### config.mk
export PLATFORM = sky130hd
export DESIGN_NAME = hwpe_ctrl_regfile_arbiter_flat
export DESIGN_NICKNAME = d
export VERILOG_FILES = /design/src/rtl/hwpe_ctrl_package.sv /design/src/rtl/hwpe_ctrl_regfile_arbiter_if.sv /design/src/rtl/hwpe_ctrl_rr_picker.sv /design/src/rtl/hwpe_ctrl_regfile_arbiter.sv /design/src/flat_wrapper.sv
export SDC_FILE = /design/constraint.sdc
export NUM_CORES = 1
export LEC_CHECK = 0
export BUFFER_PORTS_ARGS = -buffer_cell sky130_fd_sc_hd__buf_2
export CELL_PAD_IN_SITES_DETAIL_PLACEMENT = 0
export CELL_PAD_IN_SITES_GLOBAL_PLACEMENT = 1
export CORE_MARGIN = 3
export CORE_UTILIZATION = 19
export CTS_CLUSTER_DIAMETER = 40
export DETAILED_ROUTE_END_ITERATION = 8
export PLACE_DENSITY = 0.95
export SYNTH_ARGS = -nofsm -noshare
export SYNTH_HDL_FRONTEND = slang
export SYNTH_HIERARCHICAL = 1
export SYNTH_SLANG_ARGS = --single-unit
### constraint.sdc
create_clock -name clk -period 4.1 [get_ports clk]
set_input_delay 0.615 -clock clk [delete_from_list [all_inputs] [get_ports clk]]
set_output_delay 0.615 -clock clk [all_outputs]
set_load 0.02 [all_outputs]
### src/rtl/hwpe_ctrl_package.sv
// Shared types and helpers for the HWPE control register-file arbiter.
//   regfile_arb_state_t   : arbiter FSM state encoding
//   regfile_arb_id_width  : width of requester ids (ptr, owner, registered id)
package hwpe_ctrl_package;

    typedef enum logic [0:0] {
        IDLE   = 1'b0,
        LOCKED = 1'b1
    } regfile_arb_state_t;

    // $clog2(nb_req), floored at 1 so an id is never zero bits wide.
    function automatic int unsigned regfile_arb_id_width(input int unsigned nb_req);
        return (nb_req > 32'd1) ? 32'($clog2(nb_req)) : 32'd1;
    endfunction

    localparam int unsigned REGFILE_ARB_NB_REQ   = 2;
    localparam int unsigned REGFILE_ARB_ID_WIDTH = regfile_arb_id_width(REGFILE_ARB_NB_REQ);

endpackage

### src/rtl/hwpe_ctrl_regfile_arbiter_if.sv
// Requester-side bus of the register-file arbiter.
//   req/lock/wen/add/data/be : per-requester transaction, driven by requesters
//   gnt/r_valid              : one-hot grant and read-valid back to requesters
//   r_data                   : shared read data
// master = requester side, slave = arbiter side.
interface hwpe_ctrl_regfile_arbiter_if #(
    parameter int unsigned NB_REQ     = 2,
    parameter int unsigned ADDR_WIDTH = 5,
    parameter int unsigned DATA_WIDTH = 32,
    parameter int unsigned NUM_BYTE   = DATA_WIDTH / 8
);

    logic [NB_REQ-1:0]                 req;
    logic [NB_REQ-1:0]                 lock;
    logic [NB_REQ-1:0]                 wen;
    logic [NB_REQ-1:0][ADDR_WIDTH-1:0] add;
    logic [NB_REQ-1:0][DATA_WIDTH-1:0] data;
    logic [NB_REQ-1:0][NUM_BYTE-1:0]   be;
    logic [NB_REQ-1:0]                 gnt;
    logic [NB_REQ-1:0]                 r_valid;
    logic [DATA_WIDTH-1:0]             r_data;

    modport master (
        output req, lock, wen, add, data, be,
        input  gnt, r_valid, r_data
    );

    modport slave (
        input  req, lock, wen, add, data, be,
        output gnt, r_valid, r_data
    );

endinterface

### src/rtl/hwpe_ctrl_rr_picker.sv
// Combinational find-first-set starting at ptr, wrapping NB_REQ-1 -> 0.
//   req : request vector
//   ptr : search start index
//   gnt : one-hot winner (all zero when no request)
//   idx : winner index (0 when no request)
module hwpe_ctrl_rr_picker
    import hwpe_ctrl_package::*;
#(
    parameter int unsigned NB_REQ   = 2,
    parameter int unsigned ID_WIDTH = regfile_arb_id_width(NB_REQ)
) (
    input  logic [NB_REQ-1:0]   req,
    input  logic [ID_WIDTH-1:0] ptr,
    output logic [NB_REQ-1:0]   gnt,
    output logic [ID_WIDTH-1:0] idx
);

    int unsigned       pos;
    logic [ID_WIDTH-1:0] pos_id;
    logic              found;

    // Walk the requests in priority order; the first hit wins.
    always_comb begin
        gnt    = '0;
        idx    = '0;
        found  = 1'b0;
        pos    = 32'd0;
        pos_id = '0;
        for (int unsigned i = 0; i < NB_REQ; i++) begin
            pos = 32'(ptr) + i;
            if (pos >= NB_REQ) begin
                pos = pos - NB_REQ;
            end
            pos_id = ID_WIDTH'(pos);
            if (!found && req[pos_id]) begin
                found       = 1'b1;
                gnt[pos_id] = 1'b1;
                idx         = pos_id;
            end
        end
    end

endmodule

### src/rtl/hwpe_ctrl_regfile_arbiter.sv
// Round-robin arbiter sharing the single read/write port of the HWPE control
// register file among NB_REQ requesters, with optional per-requester lock.
//   clk, rst_n, clear        : clock, async active-low reset, sync soft clear
//   bus (slave modport)      : requester handshake, grant, read return
//   ReadEnable/ReadAddr      : register-file read port
//   ReadData                 : register-file read data (registered address)
//   WriteEnable/WriteAddr/WriteData/WriteBE : register-file write port
module hwpe_ctrl_regfile_arbiter
    import hwpe_ctrl_package::*;
#(
    parameter int unsigned NB_REQ     = 2,
    parameter int unsigned ADDR_WIDTH = 5,
    parameter int unsigned DATA_WIDTH = 32,
    parameter int unsigned NUM_BYTE   = DATA_WIDTH / 8
) (
    input  logic                  clk,
    input  logic                  rst_n,
    input  logic                  clear,
    hwpe_ctrl_regfile_arbiter_if.slave bus,
    output logic                  ReadEnable,
    output logic [ADDR_WIDTH-1:0] ReadAddr,
    input  logic [DATA_WIDTH-1:0] ReadData,
    output logic                  WriteEnable,
    output logic [ADDR_WIDTH-1:0] WriteAddr,
    output logic [DATA_WIDTH-1:0] WriteData,
    output logic [NUM_BYTE-1:0]   WriteBE
);

    localparam int unsigned ID_WIDTH = regfile_arb_id_width(NB_REQ);

    regfile_arb_state_t  state_q, state_d;
    logic [ID_WIDTH-1:0] ptr_q, ptr_d;
    logic [ID_WIDTH-1:0] owner_q, owner_d;
    logic [NB_REQ-1:0]   r_valid_q, r_valid_d;

    logic [NB_REQ-1:0]   owner_mask;
    logic [NB_REQ-1:0]   pick_req;
    logic [ID_WIDTH-1:0] pick_ptr;
    logic [NB_REQ-1:0]   pick_gnt;
    logic [ID_WIDTH-1:0] win_idx;
    logic [NB_REQ-1:0]   gnt;
    logic                grant_any;
    logic                read_grant;
    logic                write_grant;
    logic [ID_WIDTH-1:0] next_ptr;

    always_comb begin
        owner_mask          = '0;
        owner_mask[owner_q] = 1'b1;
    end

    // While locked, only the owner is visible to the picker and it searches
    // from the owner, so it can only ever pick the owner.
    always_comb begin
        pick_req = bus.req;
        pick_ptr = ptr_q;
        if (state_q == LOCKED) begin
            pick_req = bus.req & owner_mask;
            pick_ptr = owner_q;
        end
    end

    hwpe_ctrl_rr_picker #(
        .NB_REQ   (NB_REQ),
        .ID_WIDTH (ID_WIDTH)
    ) i_picker (
        .req (pick_req),
        .ptr (pick_ptr),
        .gnt (pick_gnt),
        .idx (win_idx)
    );

    // Nothing is granted during reset or soft clear.
    always_comb begin
        gnt         = (rst_n && !clear) ? pick_gnt : '0;
        grant_any   = |gnt;
        read_grant  = grant_any &&  bus.wen[win_idx];
        write_grant = grant_any && !bus.wen[win_idx];
        next_ptr    = (win_idx == ID_WIDTH'(NB_REQ - 1)) ? '0 : win_idx + ID_WIDTH'(1);
    end

    // Register-file port mux; all fields forced to zero when not granted.
    always_comb begin
        ReadEnable  = read_grant;
        ReadAddr    = read_grant  ? bus.add[win_idx]  : '0;
        WriteEnable = write_grant;
        WriteAddr   = write_grant ? bus.add[win_idx]  : '0;
        WriteData   = write_grant ? bus.data[win_idx] : '0;
        WriteBE     = write_grant ? bus.be[win_idx]   : '0;
    end

    // Next-state: lock handover, pointer advance, read-valid id.
    always_comb begin
        state_d   = state_q;
        ptr_d     = ptr_q;
        owner_d   = owner_q;
        r_valid_d = '0;
        if (clear) begin
            state_d = IDLE;
            ptr_d   = '0;
            owner_d = '0;
        end else begin
            if (read_grant) begin
                r_valid_d = gnt;
            end
            case (state_q)
                IDLE: begin
                    if (grant_any) begin
                        ptr_d = next_ptr;
                        if (bus.lock[win_idx]) begin
                            state_d = LOCKED;
                            owner_d = win_idx;
                        end
                    end
                end
                LOCKED: begin
                    // ptr stays frozen; release on an unlocked grant or an
                    // owner that has dropped both req and lock.
                    if (grant_any) begin
                        if (!bus.lock[owner_q]) begin
                            state_d = IDLE;
                        end
                    end else if (!bus.req[owner_q] && !bus.lock[owner_q]) begin
                        state_d = IDLE;
                    end
                end
                default: state_d = IDLE;
            endcase
        end
    end

    // State register.
    always_ff @(posedge clk or negedge rst_n) begin
        if (!rst_n) begin
            state_q   <= IDLE;
            ptr_q     <= '0;
            owner_q   <= '0;
            r_valid_q <= '0;
        end else begin
            state_q   <= state_d;
            ptr_q     <= ptr_d;
            owner_q   <= owner_d;
            r_valid_q <= r_valid_d;
        end
    end

    assign bus.gnt     = gnt;
    assign bus.r_valid = r_valid_q;
    assign bus.r_data  = (|r_valid_q) ? ReadData : '0;

endmodule

### src/flat_wrapper.sv
// flat-port wrapper written by rule: the top's interface ports become plain ports
module hwpe_ctrl_regfile_arbiter_flat import hwpe_ctrl_package::*;
#(
    parameter int unsigned NB_REQ     = 2,
    parameter int unsigned ADDR_WIDTH = 5,
    parameter int unsigned DATA_WIDTH = 32,
    parameter int unsigned NUM_BYTE   = DATA_WIDTH / 8
)
  (clk, rst_n, clear, ReadEnable, ReadAddr, ReadData, WriteEnable, WriteAddr, WriteData, WriteBE, bus_req, bus_lock, bus_wen, bus_add, bus_data, bus_be, bus_gnt, bus_r_valid, bus_r_data);
  hwpe_ctrl_regfile_arbiter_if #(.NB_REQ(NB_REQ), .ADDR_WIDTH(ADDR_WIDTH), .DATA_WIDTH(DATA_WIDTH), .NUM_BYTE(NUM_BYTE)) bus_i ();
  input  logic clk;
  input  logic rst_n;
  input  logic clear;
  output logic ReadEnable;
  output logic [ADDR_WIDTH-1:0] ReadAddr;
  input  logic [DATA_WIDTH-1:0] ReadData;
  output logic WriteEnable;
  output logic [ADDR_WIDTH-1:0] WriteAddr;
  output logic [DATA_WIDTH-1:0] WriteData;
  output logic [NUM_BYTE-1:0] WriteBE;
  input wire logic [$bits(bus_i.req)-1:0] bus_req;
  input wire logic [$bits(bus_i.lock)-1:0] bus_lock;
  input wire logic [$bits(bus_i.wen)-1:0] bus_wen;
  input wire logic [$bits(bus_i.add)-1:0] bus_add;
  input wire logic [$bits(bus_i.data)-1:0] bus_data;
  input wire logic [$bits(bus_i.be)-1:0] bus_be;
  output wire logic [$bits(bus_i.gnt)-1:0] bus_gnt;
  output wire logic [$bits(bus_i.r_valid)-1:0] bus_r_valid;
  output wire logic [$bits(bus_i.r_data)-1:0] bus_r_data;
  assign bus_i.req = bus_req;
  assign bus_i.lock = bus_lock;
  assign bus_i.wen = bus_wen;
  assign bus_i.add = bus_add;
  assign bus_i.data = bus_data;
  assign bus_i.be = bus_be;
  assign bus_gnt = bus_i.gnt;
  assign bus_r_valid = bus_i.r_valid;
  assign bus_r_data = bus_i.r_data;
  hwpe_ctrl_regfile_arbiter #(.NB_REQ(NB_REQ), .ADDR_WIDTH(ADDR_WIDTH), .DATA_WIDTH(DATA_WIDTH), .NUM_BYTE(NUM_BYTE)) u_core (.clk(clk), .rst_n(rst_n), .clear(clear), .bus(bus_i), .ReadEnable(ReadEnable), .ReadAddr(ReadAddr), .ReadData(ReadData), .WriteEnable(WriteEnable), .WriteAddr(WriteAddr), .WriteData(WriteData), .WriteBE(WriteBE));
endmodule
==> flow_summary_export.csv, run 1 <==
group,metric,value,unit
outcome,status,"finished clean",
global_route,use_met3,0.0408,
sta,rsz0062_at_grt,"false",
yosys,ys_ff_latch,5,
sta,drv_slew,0,
global_route,grt_most_used_layer,"met2",
global_route,grtUsageTotal,0.125,
global_route,grt_remaining_overflow,0,
sta,setup_viol,0,
yosys,synth_edf_count,0,
floorplanning,initial_core_util,0.199,
global_route,gr-usage-met1,0.139,
pwr,finalPower,365,uW
drt,vias,1935,
layout,area.growth.synth_to_final,80.0,%
global_route,use_met2,0.235,
layout,layout-drive-gt1-share,0.622,
yosys,syn_inst,179,
yosys,synth_area_per_cell,7.63,um2
floorplanning,die_area,0.00824,mm2
floorplanning,die_height,90.8,um
floorplanning,rows,30,
clock_network,cts_setup_buffers,0,
pwr,p_per_area,149,mW/mm2
place,io_buffers,206,
pwr,vdd_drop_max,0.0694,mV
global_route,grt_pass1_vias,1873,
clock_network,cts_buffers,3,
floorplanning,core,0.00687,mm2
critical_path,worst_ep_arrival_time,2.56,ns
yosys,seq_area_frac_synth,0.0917,
drt,wl_per_cell,12.0,um
yosys,syn-cell-area,0.00137,mm2
critical_path,startpoint_type,"register",
critical_path,reg2reg_to,"u_core/bus.r_valid[0]",
yosys,synth_commonest_cells,"mux2i_1, nor2_1, nor2b_1",
drt,antenna_left,0,
sta,fmax,315,MHz
critical_path,required,3.48,ns
yosys,ys_top_cells_by_area,"mux2i_1, nor2b_1, nor2_1",
critical_path,endpoint_kind,"primary output",
sta,hold_viol,0,
sta,fin_crit_sh,0.774,
floorplanning,io-pin-count,207,
hold_path,hold_class,"input pin to asynchronous set/reset pin",
clock_network,tritoncts,"built",
yosys,yosys_warnings,6,
clock_network,clock_path_buffers,2,
critical_path,max_stage_delay,0.46,ns
clock_network,cts-htree-levels,1,
critical_path,crit_fanout,37,
place,pre_cts_slack,0.989,ns
clock_network,clockRootBuffer,"clkbuf_8",
drt,remaining_drc_errors,0,
critical_path,r2r_cells,5,
place,gp_congestion,0.746,
sta,slew_headroom,0.297,
critical_path,reg2reg_setup_slack,1.78,ns
clock_network,cts.sink_count,5,
layout,final_util,0.358,
layout,finalNetCount,500,
drt,drt-total-wl,5670,um
sta,post-route-worst-setup-slack,0.927,ns
drt,drt-pass1-iter-count,4,
drt,drtIter0Drc,78,
clock_network,clk_pin_slew,0.03,ns
layout,antenna-diode-count,0,
drt,via_per_inst,4.10,
global_route,grt_pass1_wl,8830,um
pwr,p_leak,1.44,nW
sta,clock_skew,0.000897,ns
place,dp_hpwl,4890,um
critical_path,cpMaxStageDelayCell,"dfrtp_1",
sta,tightest_slew,1.05,ns
yosys,ys_async_sr_fraction,1.00,
sta,period_needed,3.17,ns
yosys,synth_top_area_frac,0.286,
sta,fin_tns_setup,0,ns
clock_network,clock_latency,0.22,ns
global_route,grt_start_max_net_pins,47,
yosys,synth.most_common_cell,"mux2i_1",
yosys,yosys.area.top_type,"mux2i_1",
yosys,yosys_most_used_dff,"dfrtp_1",
floorplanning,die_w,90.8,um
clock_network,hold_buffers,0,
critical_path,path_class,"register to primary output",
yosys,synthDistinctLibCells,31,
job,drv_cap,0,
global_route,antenna_found_initial,0,
critical_path,path_cells,"a21boi_0 > a21boi_4 > mux2i_4 > nand2_4 > nor2_1 > buf_2",
critical_path,timing.rr.start,"u_core/state_q",
clock_network,cts.repair.resized,0,
yosys,synth_fp_nets,302,
-- per-layer routing --
layer | vias up | part of all wire
li1 | 989 | -
met2 | 120 | 0.52
met3 | 0 | 0.12
met4 | 0 | 0
met1 | 826 | 0.36
met5 | - | 0
-- metrics by stage --
step	area (um2)	hold WS, ns	cells
global route	2460	0.228	472
floorplan	1370	0.319	179
detailed placement	2410	0.445	468
CTS	2460	0.215	472
finish	2460	0.213	472
global placement	2410	0.436	468
-- cell families (layout without fill, tap and decap cells) --
| group | count (synthesis) | after routing | share of synthesized area |
|---|---|---|---|
| AOI/OAI and AO/OA | 14 | 14 | 0.0706 |
| buffers and inverters | 18 | 215 | 0.112 |
| muxes | 47 | 47 | 0.360 |
| DFF | 5 | 5 | 0.0917 |
| and+or+nand+nor | 95 | 95 | 0.366 |
-- layout by cell type (no fill, tap or decap) --
master,synthesis,layout
a31o_2,1,1
dfrtp_1,5,5
mux2i_4,1,1
nor2b_4,1,1
or3_1,1,1
buf_12,2,1
inv_1,4,4
and2_1,2,2
nor2_2,10,11
a21boi_1,2,1
mux2_2,7,7
a211oi_1,1,1
o21ai_1,1,1
and3_1,2,2
mux2i_1,39,39
o21a_1,1,1
nor2_1,38,37
nor2b_1,32,32
a21boi_0,2,2
buf_2,0,206
nand4b_1,1,1
o21ai_0,3,3
clkbuf_8,0,3
nand2_4,1,1
clkbuf_1,5,1
nand2b_1,1,1
a21oi_1,1,1
a31oi_1,1,1
a21boi_2,1,1
a21boi_4,0,1
nand2_1,6,6
-- critical path: cells and delay by family, from the launching register on --
kind / cells / cell delay, ns
buf+inv: 1 / 0.19
compound gates: 2 / 0.78
flops: 1 / 0.46
mux: 1 / 0.39
simple gates: 2 / 0.50
-- layout make-up --
cell class | instances | area, um2
clock buffer | 4 | 45.0
fill | 724 | 4410
inverter | 4 | 15.0
multi-input combinational | 156 | 1100
sequential | 5 | 125
tap | 96 | 120
timing repair buffer | 207 | 1050
-- power breakdown --
group / switching (mW) / internal (mW) / leakage (nW)
clock: 0.0228 / 0.0666 / 0.0228
combinational: 0.114 / 0.107 / 1.34
sequential: 0.00272 / 0.0516 / 0.0686
-- worst max path at each step --
stage	from	to	slack, ns	cells after the start
finish	u_core/state_q	WriteData[0]	0.93	6
global route	u_core/state_q	WriteData[21]	0.67	6
CTS	u_core/owner_q	WriteData[0]	0.95	7
detailed placement	bus_req[0]	WriteData[0]	0.99	7
global placement	bus_req[1]	WriteData[0]	1.03	7
floorplan	bus_req[1]	WriteData[15]	1.25	6
-- state kept, by name, indices dropped and copies added (netlist names) --
| signal | flops |
|---|---|
| u_core/bus.r_valid | 2 |
| u_core/ptr_q | 1 |
| u_core/owner_q | 1 |
| u_core/state_q | 1 |
No activity file was read; power rests on OpenSTA's default activity.
==> inputs of run 2 (changes only) <==
- CORE_UTILIZATION: 19 -> 16
- PLACE_DENSITY: 0.95 -> 0.89
- clock period: 4.1 -> 2.7 ns (I/O delays scaled with it)
==> flow_summary_export.csv, run 2 (same netlist as run 1, synthesis figures left out) <==
group,metric,value,unit
outcome,status,"finished clean",
layout,layout_common_cells,"buf_2, mux2i_1, nor2_1, nor2b_1, nor2_2",
global_route,antenna_found_initial,0,
critical_path,timing.rr.start,"u_core/state_q",
clock_network,tritoncts,"built",
sta,holdWs,0.436,ns
place,dp_hpwl,5020,um
critical_path,path_cells,"mux2_2 > inv_1 > a21boi_1 > o21a_2 > buf_12 > nand2_4 > nor2_1 > buf_2",
global_route,grt_pass1_wl,8490,um
global_route,use_met2,0.219,
sta,fin_crit_sh,0.944,
floorplanning,die_w,98.4,um
sta,post-route-worst-setup-slack,0.150,ns
place,place_area,0.00248,mm2
place,pre_cts_slack,0.167,ns
critical_path,crit_fanout,18,
place,io_buffers,206,
hold_path,min_from,"clear",
sta,rsz0062_at_grt,"false",
floorplanning,io-pin-count,207,
critical_path,max_stage_delay,0.46,ns
drt,vias,2055,
drt,via_per_inst,4.13,
sta,fmax,392,MHz
hold_path,min_path_cells,2,
place,gp_congestion,0.754,
pwr,finalPower,600,uW
critical_path,required,2.30,ns
layout,final_util,0.321,
layout,finalNetCount,516,
sta,drv_slew,0,
global_route,gr-usage-met1,0.105,
drt,remaining_drc_errors,0,
drt,drtIter0Drc,22,
global_route,use_met3,0.0214,
layout,area.growth.synth_to_final,94.2,%
critical_path,endpoint_kind,"primary output",
critical_path,startpoint_type,"register",
drt,drt-total-wl,6050,um
critical_path,reg2reg_to,"u_core/state_q",
sta,period_needed,2.55,ns
layout,layout-drive-gt1-share,0.638,
critical_path,reg2reg_setup_slack,0.64,ns
place,placedCellCount,484,
global_route,grt_most_used_layer,"met2",
critical_path,r2r_cells,8,
drt,wl_per_cell,12.2,um
sta,tightest_slew,0.373,ns
global_route,grt_start_max_net_pins,38,
layout,largest_reg_flops,2,
clock_network,cts.sink_count,5,
clock_network,clock_latency,0.22,ns
sta,fin_tns_setup,0,ns
global_route,grt_pass1_vias,1911,
sta,hold_viol,0,
pwr,p_per_area,226,mW/mm2
layout,finalNonFillerCells,497,
clock_network,cts_buffers,3,
global_route,grtUsageTotal,0.105,
critical_path,path_class,"register to primary output",
sta,setup_viol,0,
clock_network,clk_pin_slew,0.03,ns
hold_path,hold_class,"input pin to register",
layout,num-fill-cells,884,
pwr,vdd_drop_max,0.0960,mV
job,drv_cap,0,
floorplanning,initial_core_util,0.165,
sta,clock_skew,0.00129,ns
floorplanning,core,0.00826,mm2
layout,fin_area,0.00265,mm2
drt,antenna_left,0,
floorplanning,die_area,0.00968,mm2
sta,slew_headroom,0.749,
pwr,p_leak,1.53,nW
drt,drt-pass1-iter-count,4,
hold_path,holdPathEnd,"u_core/ptr_q",
layout,layout_commonest_cell,"buf_2",
floorplanning,die_height,98.4,um
global_route,grt_remaining_overflow,0,
clock_network,clock_path_buffers,2,
critical_path,cpMaxStageDelayCell,"dfrtp_1",
clock_network,cts-htree-levels,1,
critical_path,worst_ep_arrival_time,2.15,ns
layout,antenna-diode-count,0,
clock_network,clockRootBuffer,"clkbuf_8",
floorplanning,rows,33,
[run 2: where the power goes]
part           internal, mW  leakage (nW)  total [mW]  switching (mW)
clock network         0.101        0.0228       0.138          0.0363
logic                 0.192          1.44       0.380           0.188
registers            0.0784        0.0686      0.0820         0.00351
total                 0.372          1.53       0.600           0.228
[run 2: final cells by class]
class,count,area (um2),share of cell area
repair buffers,222,1210,0.457
multi-input cells,157,1120,0.423
well taps,105,131,0.0496
flip-flops and latches,5,125,0.0472
clock buffers,4,45.0,0.0170
inverters,4,15.0,0.00566
[run 2: how the worst max path moves through the flow]
| stage | start | to | slack (ns) | cells past startpoint |
|---|---|---|---|---|
| global route | u_core/state_q | WriteData[4] | 0.007 | 8 |
| CTS | u_core/state_q | WriteData[12] | 0.02 | 7 |
| global placement | bus_req[1] | WriteData[12] | 0.19 | 8 |
| floorplan | u_core/owner_q | WriteData[15] | 0.11 | 8 |
| detailed placement | bus_req[1] | WriteData[12] | 0.17 | 8 |
| finish | u_core/state_q | WriteData[4] | 0.15 | 8 |
[run 2: routing by layer]
layer	part of all wire	wire, um
met3	0.11	666
met5	0	0
met2	0.54	3240
met4	0.0041	25
met1	0.35	2120
[run 2: what timing repair did]
action	CTS	global route
pin swaps	0	2
endpoints found under the hold margin	5	0
gates cloned	0	2
hold buffers	1	0
buffers inserted	0	6
endpoints found under the setup margin	10	47
resized for setup	1	3
[run 2: critical path, delay by kind of cell, from the launching register on]
family	cells	cell delay, ns
flops	1	0.46
buf+inv	3	0.40
mux	1	0.39
compound gates	2	0.37
simple gates	2	0.28
